[config.mk]
export PLATFORM = sky130hd
export DESIGN_NAME = demux16_collector_flat
export DESIGN_NICKNAME = d
export VERILOG_FILES = /design/src/rtl/demux16_collector_pkg.sv /design/src/rtl/demux16_collector_if.sv /design/src/rtl/demux16_bitreg.sv /design/src/rtl/demux16_collector.sv /design/src/flat_wrapper.sv
export SDC_FILE = /design/constraint.sdc
export NUM_CORES = 1
export LEC_CHECK = 0
export ABC_CLOCK_PERIOD_IN_PS = 1700
export BUFFER_PORTS_ARGS = -buffer_cell sky130_fd_sc_hd__buf_2
export CORE_MARGIN = 2
export CORE_UTILIZATION = 48
export DETAILED_ROUTE_END_ITERATION = 10
export PLACE_DENSITY = 0.77
export SYNTH_ARGS = -nofsm -noshare
export SYNTH_HDL_FRONTEND = slang
export SYNTH_HIERARCHICAL = 1
export SYNTH_SLANG_ARGS = --single-unit
[constraint.sdc]
create_clock -name clk -period 1.7 [get_ports clk]
set_input_delay 0.34 -clock clk [delete_from_list [all_inputs] [get_ports clk]]
set_output_delay 0.34 -clock clk [all_outputs]
set_load 0.02 [all_outputs]
[src/rtl/demux16_collector_pkg.sv]
// Shared constants, FSM encoding and the stream-index to frame-bit mapping
// used by both the 16:1 mux and this demux/collector.
package demux16_collector_pkg;

  localparam int FRAME_W = 16;
  localparam int SEL_W   = 4;

  typedef enum logic {
    COLLECT = 1'b0,
    HOLD    = 1'b1
  } state_t;

  // Stream index s lives in frame bit 15-s (sel=0 addresses the MSB).
  function automatic logic [SEL_W-1:0] msb_index(input logic [SEL_W-1:0] s);
    return SEL_W'(FRAME_W - 1) - s;
  endfunction

endpackage

[src/rtl/demux16_collector_if.sv]
// Bit-stream input and frame output of the collector, bundled for port use.
//
// Handshakes: a transfer happens on a rising clk edge where valid && ready.
// The producer keeps in_bit/sel/in_last stable while in_valid is high and
// in_ready is low; the frame on out is stable while out_valid is high.
interface demux16_collector_if
  import demux16_collector_pkg::*;
();

  logic               in_valid;
  logic               in_ready;
  logic               in_bit;
  logic               addr_mode;
  logic [SEL_W-1:0]   sel;
  logic               in_last;
  logic               abort;
  logic [FRAME_W-1:0] out;
  logic               out_valid;
  logic               out_ready;
  logic [SEL_W-1:0]   bit_index;
  state_t             state;

  modport master (
    output in_valid, in_bit, addr_mode, sel, in_last, abort, out_ready,
    input  in_ready, out, out_valid, bit_index, state
  );

  modport slave (
    input  in_valid, in_bit, addr_mode, sel, in_last, abort, out_ready,
    output in_ready, out, out_valid, bit_index, state
  );

endinterface

[src/rtl/demux16_bitreg.sv]
// 16-bit frame register with a 1-to-16 index decoder, single-bit write
// and a global clear that wins over the write.
module demux16_bitreg
  import demux16_collector_pkg::*;
(
  input  logic               clk,
  input  logic               rst,
  input  logic               clear,
  input  logic               we,
  input  logic [SEL_W-1:0]   index,
  input  logic               wr_bit,
  output logic [FRAME_W-1:0] bits
);

  logic [FRAME_W-1:0] onehot;

  assign onehot = FRAME_W'(1) << msb_index(index);

  always_ff @(posedge clk) begin
    if (rst || clear) begin
      bits <= '0;
    end else if (we) begin
      bits <= wr_bit ? (bits | onehot) : (bits & ~onehot);
    end
  end

endmodule

[src/rtl/demux16_collector.sv]
// Serial-to-frame collector: steers accepted bits into a 16-bit frame and
// hands the completed frame out under a valid/ready handshake.
module demux16_collector
  import demux16_collector_pkg::*;
#(
  parameter bit CLEAR_ON_RELEASE = 1'b1
) (
  input  logic clk,
  input  logic rst,
  demux16_collector_if.slave bus
);

  state_t             state;
  logic [SEL_W-1:0]   bit_index;
  logic               out_valid;
  logic [FRAME_W-1:0] frame;

  logic               accept;
  logic               release_frame;
  logic               clear;
  logic               write_en;
  logic [SEL_W-1:0]   write_index;

  // in_ready depends on state alone, so no input reaches it combinationally.
  assign bus.in_ready  = (state == COLLECT);
  assign bus.out       = frame;
  assign bus.out_valid = out_valid;
  assign bus.bit_index = bit_index;
  assign bus.state     = state;

  assign accept        = bus.in_valid && (state == COLLECT);
  assign release_frame = (state == HOLD) && bus.out_ready;
  assign clear         = bus.abort || (release_frame && CLEAR_ON_RELEASE);
  assign write_en      = accept && !bus.abort;
  assign write_index   = bus.addr_mode ? bus.sel : bit_index;

  demux16_bitreg u_bitreg (
    .clk    (clk),
    .rst    (rst),
    .clear  (clear),
    .we     (write_en),
    .index  (write_index),
    .wr_bit (bus.in_bit),
    .bits   (frame)
  );

  always_ff @(posedge clk) begin
    if (rst || bus.abort) begin
      state     <= COLLECT;
      bit_index <= '0;
      out_valid <= 1'b0;
    end else begin
      case (state)
        COLLECT: begin
          if (accept) begin
            if (!bus.addr_mode) begin
              bit_index <= bit_index + 1'b1;
              if (bit_index == SEL_W'(FRAME_W - 1)) begin
                state     <= HOLD;
                out_valid <= 1'b1;
              end
            end else if (bus.in_last) begin
              state     <= HOLD;
              out_valid <= 1'b1;
            end
          end
        end
        HOLD: begin
          if (bus.out_ready) begin
            state     <= COLLECT;
            out_valid <= 1'b0;
            bit_index <= '0;
          end
        end
        default: begin
          state     <= COLLECT;
          out_valid <= 1'b0;
          bit_index <= '0;
        end
      endcase
    end
  end

endmodule

[src/flat_wrapper.sv]
// flat-port wrapper written by rule: the top's interface ports become plain ports
module demux16_collector_flat import demux16_collector_pkg::*;
#(
  parameter bit CLEAR_ON_RELEASE = 1'b1
)
  (clk, rst, bus_in_valid, bus_in_bit, bus_addr_mode, bus_sel, bus_in_last, bus_abort, bus_out_ready, bus_in_ready, bus_out, bus_out_valid, bus_bit_index, bus_state);
  demux16_collector_if bus_i ();
  input  logic clk;
  input  logic rst;
  input wire logic [$bits(bus_i.in_valid)-1:0] bus_in_valid;
  input wire logic [$bits(bus_i.in_bit)-1:0] bus_in_bit;
  input wire logic [$bits(bus_i.addr_mode)-1:0] bus_addr_mode;
  input wire logic [$bits(bus_i.sel)-1:0] bus_sel;
  input wire logic [$bits(bus_i.in_last)-1:0] bus_in_last;
  input wire logic [$bits(bus_i.abort)-1:0] bus_abort;
  input wire logic [$bits(bus_i.out_ready)-1:0] bus_out_ready;
  output wire logic [$bits(bus_i.in_ready)-1:0] bus_in_ready;
  output wire logic [$bits(bus_i.out)-1:0] bus_out;
  output wire logic [$bits(bus_i.out_valid)-1:0] bus_out_valid;
  output wire logic [$bits(bus_i.bit_index)-1:0] bus_bit_index;
  output wire logic [$bits(bus_i.state)-1:0] bus_state;
  assign bus_i.in_valid = bus_in_valid;
  assign bus_i.in_bit = bus_in_bit;
  assign bus_i.addr_mode = bus_addr_mode;
  assign bus_i.sel = bus_sel;
  assign bus_i.in_last = bus_in_last;
  assign bus_i.abort = bus_abort;
  assign bus_i.out_ready = bus_out_ready;
  assign bus_in_ready = bus_i.in_ready;
  assign bus_out = bus_i.out;
  assign bus_out_valid = bus_i.out_valid;
  assign bus_bit_index = bus_i.bit_index;
  assign bus_state = bus_i.state;
  demux16_collector #(.CLEAR_ON_RELEASE(CLEAR_ON_RELEASE)) u_core (.clk(clk), .rst(rst), .bus(bus_i));
endmodule
# --- Word-level counts from Yosys, hierarchy flattened ---
# Index checks and enable logic that the tools add are counted.
word_totals:
  register_bits: 22
  inputBits: 12
  wordCells: 44
classes:
  eq_ne: 6
  n_bitwise: 4
  reduce_logical: 9
  addsub: 2
  mux: 18
  shift: 1
ops:
  columns: ["operator", "count"]
  rows:
  - ["$and 16x16->16", 1]
  - ["$mux 16", 1]
  - ["$mux 4", 4]
  - ["$not 16->16", 1]
  - ["$or 16x16->16", 1]
  - ["$shl 1x4->16 const A", 1]
  - ["$mux 1", 10]
  - ["$pmux 4 s2", 1]
  - ["$add 4x1->4 const B", 1]
  - ["$eq 4x4->1 const B", 1]
  - ["$ne 2x2->1 const B", 2]
  - ["$pmux 1 s2", 2]
  - ["$reduce_and 4->1", 1]
  - ["$sub 4x4->4 const A", 1]
  - ["$logic_and 1x1->1", 3]
  - ["$logic_or 1x1->1", 3]
  - ["$ne 3x2->1 const B", 1]
  - ["$ne 3x3->1 const B", 1]
  - ["$reduce_and 3->1", 1]
  - ["$ne 2x1->1 const B", 1]
  - ["$logic_not 1->1", 1]
  - ["$not 1->1", 1]

# --- Depth between registers and ports, before layout ---
depth:
  ltp_word: 6
  depth_mapped: 6

# --- Hierarchy ---
# Netlist, hierarchy kept.
by_module_without_submodules:
  columns: ["module", "cells_per_inst", "seq_area_each_um2", "area_per_inst_um2", "instances"]
  rows:
  - ["demux16_bitreg", 68, 320.3, 655.6, 1]
  - ["demux16_collector", 43, 120.1, 369.1, 1]

# --- Worst setup path before layout ---
# Ideal clock, no wire load.
synth_timing:
  path_kind: "reg2reg"
  startpoint: "register u_core.state (netlist: u_core/bus.state)"
  endpoint: "register with a tool-made name"
  t_arrival_ns: 1.335
  required_ns: 1.559
  stages_incl_launch_ff: 6
  setup_slack_ns: 0.224
  path_buffers: 0
  setup_ns: 0.141
  cell_sequence: "dfxtp_1 > nand2b_1 > nor2_1 > nand2b_1 > nor3b_1 > a211oi_1"
synth_rtl:
  columns: ["element", "line_no", "rtl"]
  rows:
  - ["from (decl)", "demux16_collector.sv:13", "state_t state;"]
  - ["from (signal assigned)", "demux16_collector.sv:49", "state <= COLLECT;"]
  - ["from (signal assigned)", "demux16_collector.sv:59", "state <= HOLD;"]
  - ["from (signal assigned)", "demux16_collector.sv:63", "state <= HOLD;"]

==> reports/summary.txt <==
Status - finished, final reports clean
First-pass GRT wire length - 3900 um
Row count - 16
CP max FO - 16
DIE WIDTH - 50.2 um
Syn Inst Count - 111
Total CTS buffers - 3
Htree depth - 1
Final-stage net count - 164
Post-CTS setup buffer count - 0
Initial core utilization - 51.7%
Sequential share of the synthesized area - 43.0%
DP Area - 1240 sq um
Post-detailed-route count of antenna-violating nets - 0
Initial antenna violation count - 0
Slew @ Worst Pin - 0.518 ns
Num Clock Sinks - 22
Distinct cell type count after synthesis - 31
WHS - 0.306 ns
Storage cell area - 440 sq um
Max Clock Skew - 0.00287 ns
Fmax - 0.686 GHz
Vias in the first global route - 873
Max Cap Viol - 0
CTS Root Cell - clkbuf_4
DR vias/cell - 5.61
Final Routed Wirelength - 2320 um
Yosys Warn Count - 6
Total Power - 1.03 mW
Internal cell power - 804 uW
Critical Path AT - 1.69 ns
Post-CTS sizing - 0
Final setup violation count - 0
Critical Setup Path Class - flip-flop to flip-flop
Sw frac - 22.3%
Critical Path Source - u_core/bus.state$_SDFF_PP0_
Share of cells above drive strength 1 - 36.7%
CTS Hold Bufs - 0
WL/cell - 13.1 um
Area grow syn2layout - 26.0%
Post-layout instance area - 1290 sq um
Initial drt markers - 21
CTS tree - done
Pins Over Slew Limit - 0
Worst-skew pair later-pin latency - 0.31 ns
Clock Tree Buf Depth - 2
Hold Crit Class - input port to flip-flop
Sequential power share - 50.5%
Global-route usage over all layers - 20.5%
Syn_area_per_cell - 9.23 sq um
Post-Syn Area - 1020 sq um
Crit start category - flip-flop
Clk pwr share - 39.0%
IO Pins - 35
Hold Crit Start - bus_out_ready
Total grt overflow - 0
Number of iterations in the first detailed-routing pass - 4
Kind of end point of the critical path - flip-flop
Origin of the critical flop-to-flop path - u_core/bus.state$_SDFF_PP0_
Worst EP required - 1.93 ns
Die height - 50.2 um
Peak supply drop - 0.584 mV
I/O Buffers - 34
Tcrit/Tclk final - 85.7%
Vias - 993
Area of the multi-input gates - 531 sq um
Leakage power - 0.544 nW
Syn nets - 124
Net Sw Power - 230 uW
DP HPWL - 1730 um
RSZ-0062 raised after global routing - false
Max transition margin - 65.5%
Minimum clock period - 1.46 ns
Diode count - 0
Power per cell area - 800 nW/um^2
Reg clk slew, reported paths - 0.12 ns
Post-route DRC violation count - 0
Final TNS setup - 0 ns
Fin. Hold Viols - 0
Core Box Area - 1980 sq um
RePlAce Congestion - 0.807
Logic pwr share - 10.5%
# fillers - 181
Post-synthesis register bit count - 22
Die area - 2520 sq um
Pin count of the biggest net entering global routing - 17
-- worst paths after layout --
kind                                                           to  slack [ns]  cells after the start
worst min register to register  u_core/bus.out_valid$_SDFFE_PP0P_        0.45                      2
worst max-delay path                                    flip-flop        0.24                      5
worst max register to register                          flip-flop        0.24                      5
worst min-delay path                  u_core/bus.state$_SDFF_PP0_        0.31                      3
-- cells in the final DEF, fill, tap and decap left out, drive strengths merged --
cell     instances
nor2b            1
or2              2
bufinv           1
nor3b            4
nor3             1
or3b             1
clkbuf           3
a21oi           21
mux2             4
and3b            2
a211oi          16
and3             1
a211o            1
inv              3
o21ai            1
nand4b           1
and2b            1
and2             1
nand2b           5
nor2             4
buf             41
nand3            3
o2111ai          1
or3              1
ha               1
a21o             1
dfxtp           22
nand2            5
a2111o           1
-- critical path, cell delays in order (launching register included) --
cell and delay, ns:
dfxtp_1 0.33, buf_4 0.15, nand2_1 0.15, nand2b_1 0.07, or2_1 0.41, a211oi_1 0.26
-- synthesized netlist by cell type --
| library cell | instances | area, sq um |
|---|---|---|
| nor2b_1 | 1 | 6.26 |
| nand2_1 | 5 | 18.8 |
| o21ai_0 | 1 | 5.00 |
| mux2_2 | 4 | 45.0 |
| ha_1 | 1 | 12.5 |
| buf_2 | 3 | 15.0 |
| clkbuf_2 | 1 | 5.00 |
| and3_2 | 1 | 7.51 |
| or3b_4 | 1 | 11.3 |
| inv_1 | 3 | 11.3 |
| a211oi_1 | 16 | 120 |
| a21o_1 | 1 | 7.51 |
| nand3_1 | 3 | 15.0 |
| or3_1 | 1 | 6.26 |
| nor3b_1 | 3 | 22.5 |
| nand4b_1 | 1 | 8.76 |
| o2111ai_1 | 1 | 8.76 |
| and2b_1 | 1 | 7.51 |
| a21oi_1 | 21 | 105 |
| or2_2 | 1 | 6.26 |
| or2_1 | 1 | 6.26 |
| and2_1 | 1 | 6.26 |
| nor3b_2 | 1 | 12.5 |
| a211o_1 | 1 | 8.76 |
| a2111o_1 | 1 | 11.3 |
| nor3_1 | 1 | 5.00 |
| nand2b_1 | 5 | 31.3 |
| buf_6 | 2 | 22.5 |
| and3b_2 | 2 | 20.0 |
| nor2_1 | 4 | 15.0 |
| dfxtp_1 | 22 | 440 |
-- power groups by stage --
stage	Clock [mW]	Sequential [mW]	Combinational [mW]
after detailed placement	0	0.533	0.107
after CTS	0.414	0.522	0.108
after global routing	0.434	0.523	0.119
after floorplan	0	0.538	0.0680
final	0.403	0.522	0.109
after global placement	0	0.533	0.105
-- area by class of cell --
cell class | count | share of cell area (%)
Tap cell | 27 | 2.62
Timing Repair Buffer | 41 | 17.2
Inverter | 3 | 0.872
Clock inverter | 1 | 2.33
Clock buffer | 3 | 1.74
Multi-Input combinational cell | 80 | 41.1
Sequential cell | 22 | 34.1
-- per-stage QoR --
| stage | util, % | instances | setup slack, ns |
|---|---|---|---|
| global placement | 62.5 | 173 | 0.0591 |
| floorplan | - | 111 | 0.224 |
| finish | 65.2 | 177 | 0.243 |
| CTS | 65.2 | 177 | 0.211 |
| detailed placement | 62.5 | 173 | 0.0168 |
| global route | 65.2 | 177 | 0.105 |
-- layer usage --
metal	part of all wire, %	global-route usage, %
met4	2.2	11.1
met1	47	27.6
met5	0	0
met3	5.4	3.57
met2	45	31.1
-- kinds of logic after synthesis --
logic type / Yosys count / synth area share [%]
AO/OA/AOI/OAI: 42 / 26.0
adder cells (fa/ha/maj): 1 / 1.22
buffers and inverters: 9 / 5.25
flip-flops: 22 / 43.0
multiplexers: 4 / 4.40
AND/OR/NAND/NOR: 33 / 20.1
No activity file was read; power rests on OpenSTA's default activity.
